## src/rtl/des_round_sequencer_if.sv

```systemverilog
// rtl/des_round_sequencer_if.sv - command, key-schedule and f-function signal bundle for the DES round sequencer
interface des_round_sequencer_if;
    logic        start;
    logic        decrypt;
    logic [63:0] data_in;
    logic [3:0]  key_round;
    logic [47:0] sub_key;
    logic [31:0] f_r;
    logic [47:0] f_key;
    logic [31:0] f_out;
    logic        busy;
    logic        done;
    logic [63:0] data_out;

    // Block-level controller plus the external key schedule and f-function
    modport master (
        output start, decrypt, data_in, sub_key, f_out,
        input  key_round, f_r, f_key, busy, done, data_out
    );

    // The round sequencer itself
    modport slave (
        input  start, decrypt, data_in, sub_key, f_out,
        output key_round, f_r, f_key, busy, done, data_out
    );
endinterface

```

## src/rtl/des_round_sequencer.sv

```systemverilog
// rtl/des_round_sequencer.sv - 16-round DES Feistel sequencer with IP/FP and subkey ordering
module des_round_sequencer #(
    parameter int NUM_ROUNDS = 16
) (
    input  logic                   clk,
    input  logic                   rst,
    des_round_sequencer_if.slave   bus
);
    typedef enum logic [1:0] {IDLE, ROUND, DONE} state_t;

    // FIPS 46-3 tables, entries are DES bit numbers (1 = MSB)
    localparam int IP_TAB [64] = '{
        58, 50, 42, 34, 26, 18, 10, 2, 60, 52, 44, 36, 28, 20, 12, 4,
        62, 54, 46, 38, 30, 22, 14, 6, 64, 56, 48, 40, 32, 24, 16, 8,
        57, 49, 41, 33, 25, 17, 9,  1, 59, 51, 43, 35, 27, 19, 11, 3,
        61, 53, 45, 37, 29, 21, 13, 5, 63, 55, 47, 39, 31, 23, 15, 7};
    localparam int FP_TAB [64] = '{
        40, 8, 48, 16, 56, 24, 64, 32, 39, 7, 47, 15, 55, 23, 63, 31,
        38, 6, 46, 14, 54, 22, 62, 30, 37, 5, 45, 13, 53, 21, 61, 29,
        36, 4, 44, 12, 52, 20, 60, 28, 35, 3, 43, 11, 51, 19, 59, 27,
        34, 2, 42, 10, 50, 18, 58, 26, 33, 1, 41, 9,  49, 17, 57, 25};

    function automatic logic [63:0] ip(input logic [63:0] d);
        logic [63:0] o;
        o = '0;
        for (int i = 0; i < 64; i++) o[6'(63 - i)] = d[6'(64 - IP_TAB[i])];
        return o;
    endfunction

    function automatic logic [63:0] fp(input logic [63:0] d);
        logic [63:0] o;
        o = '0;
        for (int i = 0; i < 64; i++) o[6'(63 - i)] = d[6'(64 - FP_TAB[i])];
        return o;
    endfunction

    state_t      state;
    state_t      state_next;
    logic [31:0] l_reg;
    logic [31:0] r_reg;
    logic [3:0]  round_idx;
    logic        mode;
    logic [63:0] data_out_reg;
    logic [63:0] ip_out;
    logic [31:0] r_next;
    logic        last_round;

    assign ip_out     = ip(bus.data_in);
    assign r_next     = l_reg ^ bus.f_out;
    assign last_round = (round_idx == 4'(NUM_ROUNDS - 1));

    // State register
    always_ff @(posedge clk or posedge rst) begin
        if (rst) state <= IDLE;
        else     state <= state_next;
    end

    // Next-state: start only counts in IDLE, DONE lasts exactly one cycle
    always_comb begin
        state_next = state;
        case (state)
            IDLE:    if (bus.start) state_next = ROUND;
            ROUND:   if (last_round) state_next = DONE;
            DONE:    state_next = IDLE;
            default: state_next = IDLE;
        endcase
    end

    // Feistel datapath: load IP(block) on start, one round per edge, FP with final swap on the last edge
    always_ff @(posedge clk or posedge rst) begin
        if (rst) begin
            l_reg        <= '0;
            r_reg        <= '0;
            round_idx    <= '0;
            mode         <= 1'b0;
            data_out_reg <= '0;
        end else begin
            case (state)
                IDLE: begin
                    if (bus.start) begin
                        l_reg     <= ip_out[63:32];
                        r_reg     <= ip_out[31:0];
                        mode      <= bus.decrypt;
                        round_idx <= '0;
                    end
                end
                ROUND: begin
                    l_reg     <= r_reg;
                    r_reg     <= r_next;
                    round_idx <= round_idx + 4'd1;
                    if (last_round) data_out_reg <= fp({r_next, r_reg});
                end
                default: ;
            endcase
        end
    end

    // Status, subkey index (reversed for decrypt) and f-function pass-through
    always_comb begin
        bus.busy      = (state == ROUND);
        bus.done      = (state == DONE);
        bus.key_round = 4'd0;
        if (state == ROUND) bus.key_round = mode ? (4'd15 - round_idx) : round_idx;
        bus.f_r       = r_reg;
        bus.f_key     = bus.sub_key;
        bus.data_out  = data_out_reg;
    end
endmodule

```

## src/flat_wrapper.sv

```systemverilog
// flat-port wrapper written by rule: the top's interface ports become plain ports
module des_round_sequencer_flat 
#(
    parameter int NUM_ROUNDS = 16
)
  (clk, rst, bus_start, bus_decrypt, bus_data_in, bus_sub_key, bus_f_out, bus_key_round, bus_f_r, bus_f_key, bus_busy, bus_done, bus_data_out);
  des_round_sequencer_if bus_i ();
  input  logic clk;
  input  logic rst;
  input wire logic [$bits(bus_i.start)-1:0] bus_start;
  input wire logic [$bits(bus_i.decrypt)-1:0] bus_decrypt;
  input wire logic [$bits(bus_i.data_in)-1:0] bus_data_in;
  input wire logic [$bits(bus_i.sub_key)-1:0] bus_sub_key;
  input wire logic [$bits(bus_i.f_out)-1:0] bus_f_out;
  output wire logic [$bits(bus_i.key_round)-1:0] bus_key_round;
  output wire logic [$bits(bus_i.f_r)-1:0] bus_f_r;
  output wire logic [$bits(bus_i.f_key)-1:0] bus_f_key;
  output wire logic [$bits(bus_i.busy)-1:0] bus_busy;
  output wire logic [$bits(bus_i.done)-1:0] bus_done;
  output wire logic [$bits(bus_i.data_out)-1:0] bus_data_out;
  assign bus_i.start = bus_start;
  assign bus_i.decrypt = bus_decrypt;
  assign bus_i.data_in = bus_data_in;
  assign bus_i.sub_key = bus_sub_key;
  assign bus_i.f_out = bus_f_out;
  assign bus_key_round = bus_i.key_round;
  assign bus_f_r = bus_i.f_r;
  assign bus_f_key = bus_i.f_key;
  assign bus_busy = bus_i.busy;
  assign bus_done = bus_i.done;
  assign bus_data_out = bus_i.data_out;
  des_round_sequencer #(.NUM_ROUNDS(NUM_ROUNDS)) u_core (.clk(clk), .rst(rst), .bus(bus_i));
endmodule
```

## config.mk

```make
export PLATFORM = sky130hd
export DESIGN_NAME = des_round_sequencer_flat
export DESIGN_NICKNAME = d
export VERILOG_FILES = /design/src/rtl/des_round_sequencer_if.sv /design/src/rtl/des_round_sequencer.sv /design/src/flat_wrapper.sv
export SDC_FILE = /design/constraint.sdc
export NUM_CORES = 1
export LEC_CHECK = 0
export CORE_AREA = 2 2 116 118
export CTS_BUF_LIST = sky130_fd_sc_hd__clkbuf_4 sky130_fd_sc_hd__clkbuf_8 sky130_fd_sc_hd__clkbuf_16
export DETAILED_ROUTE_END_ITERATION = 8
export DIE_AREA = 0 0 118 120
export DONT_BUFFER_PORTS = 1
export GPL_ROUTABILITY_DRIVEN = 0
export PLACE_DENSITY = 0.55
export SYNTH_ARGS = -nofsm -noshare
export SYNTH_HDL_FRONTEND = slang
export SYNTH_SLANG_ARGS = --single-unit
```

## constraint.sdc

```tcl
create_clock -name clk -period 3.35 [get_ports clk]
set_input_delay 0.1675 -clock clk [delete_from_list [all_inputs] [get_ports clk]]
set_output_delay 0.1675 -clock clk [all_outputs]
set_load 0.1 [all_outputs]
```

==> reports/qor.yml, run 1 <==
grt_pass1_wl_mm: 15.02
num_vias: 2627
r2r-end: "u_core.round_idx[2]"
layout-drive-gt1-share_pct: 13.09
layout_commonest_cell: "dfrtp_1"
synthArstFlopShare_pct: 100.0
hold_viol: 69
io_buffers: 0
slowest_stage: "dfrtp_1"
synth_cell_types: 35
syn_area_per_cell_um2: 10.81
final.setup.tns_ns: 0
cts_tree: "yes"
h-tree-depth: 3
max_freq_mhz: 397.5
drtAntennaViolNets: 0
drt_iter0_drc: 160
grt_use_total_pct: 13.85
layout_min_cycle_time_ns: 2.515
firstDrtPassIters: 4
viasPerCell: 4.708
hpwlAfterDp_mm: 6.044
cts_buffers: 9
grt_pass1_vias: 2628
worst_setup_path_end_kind: "primary output"
syn_inst: 412
setup_viol: 0
cts_resized: 0
cts_hold_buf: 17
ys_warn_count: 0
fin_crit_sh_pct: 75.09
fin_skew_ns: 0.005975
cap_viol_max_count: 0
cp_data_required_time_ns: 3.18
arrival_ns: 2.35
dieArea_um2: 14160
reg2reg_from: "u_core.state[0]"
wirelength_mm: 9.531
fill_cells: 1310
yosysTopAreaCellShare_pct: 48.89
cts_setup_buffers: 0
worst_pin_slew_ns: 1.087
rr_worst_depth: 5
path_cells: "nand2b_2 -> inv_2 -> buf_12"
holdWs_ns: -0.03967
area_growth_pct: 2.304
core_area_um2: 12980
ys_top_cells_by_area: "dfrtp_1 49%, buf_4 16%, a22o_1 6.5%"
start_kind: "register"
rows: 42
relSlewSlack_pct: 27.51
grt_overflow: 0
dieWidth_um: 118
rsz0062_at_grt: "no"
num-nets-final: 527
die_h_um: 120
violations: "hold timing"
drv_slew: 0
hp-class: "input port to async pin"
crit_fanout: 28
critical-path-max-stage-delay_ns: 0.62
ios: 298
wl_per_cell_um: 17.08
start_util_pct: 34.31
cts_root_buf: "clkbuf_16"
grt_max_degree: 88
path_clk_slew_ns: 0.06
drcViolationCount: 0
antenna_found_initial: 0
clk_path_buf_depth: 2
clock_latency_ns: 0.35
synth-edff-count: 0
final_cell_mix: "87 x dfrtp_1, 48 x conb_1, 45 x nand2_1"
ys_seq_area_share_pct: 48.89
yosysTopAreaCell: "dfrtp_1"
criticalPathCategory: "register to primary output"
ys_ff_latch: 87
status: "finished with violations"
yosys_most_used_dff: "dfrtp_1"
r2r_slack_ns: 1.09
numClockSinks: 87
antenna_cells: 0
synth_area_um2: 4453
worst max path at each step:
| stage | from | endpoint | slack [ns] | cells after the start |
|---|---|---|---|---|
| 6_report | u_core.state[0] | bus_busy | 0.83 | 3 |
| 5_1_grt | u_core.state[0] | bus_busy | 0.68 | 3 |
| 4_1_cts | u_core.state[0] | bus_busy | 0.80 | 3 |
| 3_5_place_dp | u_core.state[0] | u_core.round_idx[2] | 1.08 | 5 |
| 3_3_place_gp | u_core.state[0] | u_core.round_idx[2] | 1.09 | 5 |
| 2_1_floorplan | u_core.state[1] | bus_key_round[0] | 0.89 | 5 |
per-stage QoR:
stage | hold WS [ns] | setup slack [ns] | util (%) | instances | area, um2
final | -0.03967 | 0.8346 | 35.10 | 558 | 4556
after global routing | 0.02063 | 0.6772 | 35.10 | 558 | 4556
after CTS | 0.001225 | 0.8029 | 35.10 | 558 | 4556
after detailed placement | 0.3229 | 1.084 | 31.57 | 526 | 4098
after global placement | 0.3179 | 1.088 | 31.57 | 526 | 4098
after floorplan | 0.3152 | 0.8869 | - | 459 | 4629
layer usage:
layer | track usage [%] | vias to the layer above | routed length [um]
li1 | - | 1165 | -
met1 | 17.93 | 1330 | 4269
met2 | 20.75 | 110 | 4379
met3 | 5.894 | 22 | 740
met4 | 4.819 | 0 | 142
met5 | 0 | - | 0
area by class of cell:
cell class                 count  area, um2  share of cell area [%]
clock buffer                  11      240.2                   5.273
clock inverter                 4      47.55                   1.044
inverter                       4      17.52                  0.3845
multi-input combinational    252       1618                   35.51
sequential                    87       2177                   47.79
tap                          176      220.2                   4.834
timing repair buffer          24      235.2                   5.163
worst max-delay path, delay by kind of cell (launching register included):
family        cells  cell delay (ns)
buf+inv           2             0.86
flops             1             0.62
simple gates      1             0.49
cells in the mapped netlist (all sizes together), types with 2 or more instances:
cell type	count
clkbuf	2
o22ai	2
nand2b	2
nand2	45
xor2	14
mux2	17
a21oi	3
a22o	33
a211oi	2
nor2	20
inv	4
dfrtp	87
o21ai	19
nand3	4
buf	114
a21o	2
xnor2	22
a31oi	13
logic make-up after synthesis:
group / share of synthesized area (%)
muxes: 5.058
buffers and inverters: 19.25
adders and majority gates: 0.2809
DFF: 48.89
and+or+nand+nor: 7.165
AOI/OAI and AO/OA: 12.19
other: 0.08421
xor gates and xnor gates: 7.081
Power of run 1 is left out: the tool's default activity adds up to more than one toggle a clock period on the data nets, which glitch-free logic cannot reach.
==> run 2, diff against run 1 <==
- ABC_AREA: unset -> 1
- PLACE_DENSITY: 0.55 -> 0.58
- clock period: 3.35 -> 2.5 ns (I/O delays scaled with it)
==> run 2 against run 1 <==
The flow now finishes without violations. Sequential cell count is the same. Worst hold slack gained 0.055 ns. Core utilization grew 6.8 points. Worst setup slack lost 0.44 ns. Count of clock-buffer cells in the layout grew 2. Via count grew 38%. Wire length grew 11%. Register-to-register slack lost 0.69 ns. Global-route usage grew 1.8 points.
==> reports/qor.yml, run 2 <==
placed_area_um2: 4800  # was 4098 um2
reg2reg_from: "u_core.state[1]"  # was u_core.state[0]
start_util_pct: 36.74  # was 34.31%
worst_hold_startpoint: "bus_f_out[12]"
synthAdderAreaFrac_pct: 0.2624  # was 0.2810%
synth-simple-area-share_pct: 19.44  # was 7.165%
ys_top_cells_by_area: "dfrtp_1 46%, buf_4 16%, nand2_1 10%"  # was dfrtp_1 49%, buf_4 16%, a22o_1 6.5%
fill_cells: 1318  # was 1310
numClockSinks: 87  # unchanged
placed_cells: 743  # was 526
synth_common_cells: "129 x nand2_1, 100 x buf_4, 87 x dfrtp_1"  # was 97 x buf_4, 87 x dfrtp_1, 45 x nand2_1
clk_path_buf_depth: 2  # unchanged
met3_usage_pct: 6.511  # was 5.894%
arrival_ns: 2.33  # was 2.35 ns
final.setup.tns_ns: 0  # unchanged
cts_root_buf: "clkbuf_16"  # unchanged
dieArea_um2: 14160  # unchanged
cts_resized: 0  # unchanged
grt_use_total_pct: 15.67  # was 13.85%
grt_pass1_wl_mm: 17.74  # was 15.02 mm
yosysTopAreaCell: "dfrtp_1"  # unchanged
core_area_um2: 12980  # unchanged
antenna_cells: 0  # unchanged
crit_start: "u_core.state[1]"  # was u_core.state[0]
synth-edff-count: 0  # unchanged
dieWidth_um: 118  # unchanged
antenna_found_initial: 0  # unchanged
status: "finished, final reports clean"  # was finished with violations
firstDrtPassIters: 4  # unchanged
h-tree-depth: 3  # unchanged
start_kind: "register"  # unchanged
synthMuxAreaShare_pct: 0  # was 5.058%
design_area_um2: 5433  # was 4556 um2
drv_slew: 0  # unchanged
yosys_most_used_dff: "dfrtp_1"  # unchanged
hp-class: "input port to register"  # was input port to async pin
cap_viol_max_count: 0  # unchanged
syn_area_per_cell_um2: 8.165  # was 10.81 um2
clock_latency_ns: 0.34  # was 0.35 ns
synth_top_family_by_area: "buffers and inverters"  # unchanged
grt_max_degree: 79  # was 88
grt_pass1_vias: 3606  # was 2628
ys_seq_area_share_pct: 45.66  # was 48.89%
hold_viol: 0  # was 69
cp_data_required_time_ns: 2.73  # was 3.18 ns
cts_tree: "yes"  # unchanged
ys_ff_latch: 87  # unchanged
area_growth_pct: 13.93  # was 2.304%
yosysMostFrequentCell: "nand2_1"  # was buf_4
ys_warn_count: 0  # unchanged
drcViolationCount: 0  # unchanged
layout_min_cycle_time_ns: 2.104
num_vias: 3621  # was 2627
hpwlAfterDp_mm: 7.090  # was 6.044 mm
grt.busiest_layer: "met2"  # unchanged
use_met2_pct: 25.44  # was 20.75%
wirelength_mm: 10.58  # was 9.531 mm
criticalPathCategory: "register to register"  # was register to primary output
rows: 42  # unchanged
num-nets-final: 757  # was 527
synth_area_um2: 4768  # was 4453 um2
viasPerCell: 4.589  # was 4.708
path_clk_slew_ns: 0.06  # about the same
yosysTopAreaCellShare_pct: 45.66  # was 48.89%
wl_per_cell_um: 13.41  # was 17.08 um
crit_fanout: 78  # was 28
grt_overflow: 0  # unchanged
regArea_um2: 2177  # unchanged
synth_compound_area_share_pct: 8.607  # was 12.19%
io_buffers: 0  # unchanged
final_cell_mix: "128 x nand2_1, 87 x dfrtp_1, 77 x o21ai_0"  # was 87 x dfrtp_1, 48 x conb_1, 45 x nand2_1
layout_commonest_cell: "nand2_1"  # was dfrtp_1
drtAntennaViolNets: 0  # unchanged
synthArstFlopShare_pct: 100.0  # unchanged
syn_inst: 584  # was 412
use_met1_pct: 18.26  # was 17.93%
worst_setup_path_end_kind: "register"  # was primary output
synth_cell_types: 20  # was 35
synth_xor_area_share_pct: 3.123  # was 7.081%
die_h_um: 120  # unchanged
cts_buffers: 9  # unchanged
worst_pin_slew_ns: 0.8319  # was 1.087 ns
multiInputGateArea_um2: 1712  # was 1618 um2
drt_iter0_drc: 163  # was 160
fin_skew_ns: 0.006824  # was 0.005975 ns
fin_cells: 789  # was 558
layout-drive-gt1-share_pct: 14.52  # was 13.09%
relSlewSlack_pct: 44.54  # was 27.51%
ios: 298  # unchanged
fin_crit_sh_pct: 84.14
setup_viol: 0  # unchanged
max_freq_mhz: 475.4
rsz0062_at_grt: "no"  # unchanged
run 2: cell types whose count changed in the layout (fill, tap and decap cells not counted), sizes merged, moves of 8 or more:
cell	delta
nor2	-8
o21ai	+58
inv	+50
a22o	-33
mux2	-17
buf	+54
a31oi	-13
dlygate4sd3	+13
xor2	-14
nand2	+85
nand3	+69
run 2: per-layer routing:
| layer | up-vias | share of wire, % | wire length (um) |
|---|---|---|---|
| met5 | - | 0 | 0 |
| met4 | 0 | 1.7 | 178 |
| met3 | 16 | 8.5 | 899 |
| met2 | 143 | 48 | 5048 |
| met1 | 1715 | 42 | 4453 |
| li1 | 1747 | - | - |
run 2: final cells by class:
type | instances | area share, %
Sequential cell | 87 | 40.07
Multi-Input combinational cell | 364 | 31.51
Timing Repair Buffer | 91 | 14.42
Clock buffer | 13 | 4.929
Tap cell | 176 | 4.053
Inverter | 55 | 3.823
Clock inverter | 3 | 1.198
run 2: path summary, 6_finish.rpt:
check,to,slack [ns],depth (start not counted)
max in group asynchronous,u_core.bus.f_r[3],1.41,3
max reg2reg,u_core.bus.f_r[30],0.40,7
min reg2reg,u_core.bus.data_out[31],0.48,2
min in group asynchronous,u_core.l_reg[22],0.37,2
max,u_core.bus.f_r[30],0.40,7
min,u_core.bus.f_r[12],0.02,4
run 2: kinds of logic after synthesis:
| group | count (synthesis) |
|---|---|
| xor gates and xnor gates | 17 |
| other | 1 |
| adders and majority gates | 1 |
| DFF | 87 |
| AOI/OAI and AO/OA | 82 |
| buffers and inverters | 180 |
| and+or+nand+nor | 216 |
run 2: per-stage QoR:
step / hold slack, ns / worst slack (ns) / utilization [%]
3_3_place_gp: 0.1781 / 0.7932 / 36.98
3_5_place_dp: 0.1877 / 0.7636 / 36.98
6_report: 0.01503 / 0.3965 / 41.85
4_1_cts: 0.001053 / 0.3826 / 41.85
2_1_floorplan: 0.2421 / 0.07427 / -
5_1_grt: 0.02643 / 0.2118 / 41.85
run 2: repair_timing:
item	CTS	global route
hold buffers	30	0
buffers inserted	0	0
hold endpoints to repair	69	0
run 2: worst max-delay path, cell delays in order (launching register included):
cell and delay, ns:
dfrtp_1 0.42, inv_2 0.09, nand2_4 0.38, buf_12 0.34
nor2_1 0.07, nand2_1 0.06, nand3_1 0.06, dlygate4sd3_1 0.55
Power of run 2 is left out for the same reason.
==> run 3, diff against run 2 <==
- ABC_AREA: 1 -> 0
- PLACE_DENSITY: 0.58 -> 0.55
- clock period: 2.5 -> 2.2 ns (I/O delays scaled with it)
==> run 3 against run 2 <==
Critical path depth down 2. Count of clock-buffer cells in the layout down 1. Clock skew is 0.0014 ns higher. Register-to-register slack lost 0.19 ns.
==> reports/qor.yml, run 3 (synthesized netlist as in run 1, its figures left out) <==
status: "finished, final reports clean"  # unchanged
design_area_um2: 5355  # was 5433 um2
hp-class: "input port to register"  # unchanged
max_freq_mhz: 501.4  # was 475.4 MHz
rows: 42  # unchanged
antenna_cells: 0  # unchanged
dieWidth_um: 118  # unchanged
worst-path-buf-inv: 2  # was 3
grt_use_total_pct: 14.77  # was 15.67%
area_growth_pct: 20.26  # was 13.93%
final_core_util_pct: 41.26  # was 41.85%
start_util_pct: 34.31  # was 36.74%
wl_per_cell_um: 15.48  # was 13.41 um
rsz0062_at_grt: "no"  # unchanged
path_cells: "nand2b_2 -> buf_6 -> nor2_1 -> a31oi_1 -> dlygate4sd3_1"  # was inv_2 -> nand2_4 -> buf_12 -> nor2_1 -> nand2_1 -> nand3_1 -> dlygate4sd3_1
io_buffers: 0  # unchanged
grt_pass1_vias: 3060  # was 3606
r2r-end: "u_core.bus.f_r[6]"  # was u_core.bus.f_r[30]
grt_pass1_wl_mm: 16.15  # was 17.74 mm
reg2reg_from: "u_core.state[1]"  # unchanged
worst_hold_startpoint: "bus_f_out[28]"  # was bus_f_out[12]
worst_pin_slew_ns: 0.8863  # was 0.8319 ns
worst_setup_path_end_kind: "register"  # unchanged
clock_latency_ns: 0.35  # was 0.34 ns
cp_top_family: "buffers and inverters"  # unchanged
antenna_found_initial: 0  # unchanged
start_kind: "register"  # unchanged
setup_viol: 0  # unchanged
cap_viol_max_count: 0  # unchanged
hold_viol: 0  # unchanged
fin_skew_ns: 0.008233  # was 0.006824 ns
dieArea_um2: 14160  # unchanged
cts_buffers: 9  # unchanged
firstDrtPassIters: 4  # unchanged
relSlewSlack_pct: 40.79  # was 44.54%
cts_root_buf: "clkbuf_16"  # unchanged
fin_cells: 645  # was 789
slowest_stage: "dlygate4sd3_1"  # unchanged
crit_fanout: 39  # was 78
final_cell_mix: "87 x dfrtp_1, 57 x buf_4, 48 x conb_1"  # was 128 x nand2_1, 87 x dfrtp_1, 77 x o21ai_0
drv_slew: 0  # unchanged
r2r_slack_ns: 0.21  # was 0.40 ns
critical-path-max-stage-delay_ns: 0.57  # was 0.55 ns
fin_crit_sh_pct: 90.65  # was 84.14%
layout_min_cycle_time_ns: 1.994  # was 2.104 ns
arrival_ns: 2.27  # was 2.33 ns
path_clk_slew_ns: 0.06  # about the same
num_vias: 2887  # was 3621
criticalPathCategory: "register to register"  # unchanged
rr_worst_depth: 5  # was 7
drtAntennaViolNets: 0  # unchanged
min_to: "u_core.bus.f_r[28]"  # was u_core.bus.f_r[12]
clk_path_buf_depth: 2  # unchanged
wirelength_mm: 9.982  # was 10.58 mm
placed_cells: 583  # was 743
grt_max_degree: 45  # was 79
core_area_um2: 12980  # unchanged
placed_area_um2: 4589  # was 4800 um2
worstHoldPathCells: 3  # was 4
cp_data_required_time_ns: 2.48  # was 2.73 ns
num-nets-final: 613  # was 757
die_h_um: 120  # unchanged
layout_commonest_cell: "dfrtp_1"  # was nand2_1
hpwlAfterDp_mm: 6.659  # was 7.090 mm
viasPerCell: 4.476  # was 4.589
numClockSinks: 87  # unchanged
layout-drive-gt1-share_pct: 23.24  # was 14.52%
drcViolationCount: 0  # unchanged
cts_tree: "yes"  # unchanged
grt_overflow: 0  # unchanged
h-tree-depth: 3  # unchanged
drt_iter0_drc: 161  # was 163
ios: 298  # unchanged
fill_cells: 1243  # was 1318
[run 3: cell types whose count changed in the layout (fill, tap and decap cells not counted), sizes merged, moves of 16 or more]
cell / change
mux2: +17
nand2: -85
o21ai: -58
nand3: -69
inv: -51
a22o: +33
dlygate4sd3: +16
[run 3: worst reg2reg max path: cells and delay by family, from the launching register on]
kind / cells / cell delay [ns]
AO/OA/AOI/OAI: 1 / 0.16
flip-flops: 1 / 0.50
AND/OR/NAND/NOR: 2 / 0.36
buffers and inverters: 2 / 0.90
[run 3: cell type report]
type                    count  area, um2  area share [%]
flip-flops and latches     87       2177           40.65
multi-input cells         252       1620           30.26
repair buffers            110       1020           19.04
clock buffers              12      254.0           4.743
well taps                 176      220.2           4.112
clock inverters             4      45.04          0.8411
inverters                   4      18.77          0.3505
[run 3: through the flow]
step / worst slack [ns] / TNS, ns / hold slack, ns
after global placement: 0.5034 / 0 / 0.1892
after global routing: 0.06185 / 0 / 0.05396
after CTS: 0.08529 / 0 / 0.003865
final: 0.2057 / 0 / 0.02034
after detailed placement: 0.4577 / 0 / 0.1994
after floorplan: -0.2056 / -0.8223 / 0.2577
[run 3: how the worst max path moves through the flow]
| stage | start | cells after the start | to |
|---|---|---|---|
| finish | u_core.state[1] | 5 | u_core.bus.f_r[6] |
| global route | u_core.state[1] | 5 | u_core.bus.f_r[14] |
| CTS | u_core.state[1] | 5 | u_core.bus.f_r[20] |
| detailed placement | u_core.round_idx[0] | 4 | u_core.bus.data_out[1] |
| global placement | u_core.round_idx[0] | 4 | u_core.bus.data_out[5] |
| floorplan | u_core.state[1] | 5 | bus_key_round[0] |
[run 3: what timing repair did]
item | CTS | global route
hold buffers | 46 | 0
resized for setup | 0 | 2
setup endpoints to repair | 0 | 10
setup buffers | 0 | 0
endpoints found under the hold margin | 66 | 0
[run 3: per-layer routing]
metal  share of wire, %  track usage (%)  up-vias
met5                  0                0        -
met4                2.6            7.681        0
met3                7.9            5.323       24
met2                 46            23.76      123
met1                 43            17.37     1397
li1                   -                -     1343
Power of run 3 is left out for the same reason.
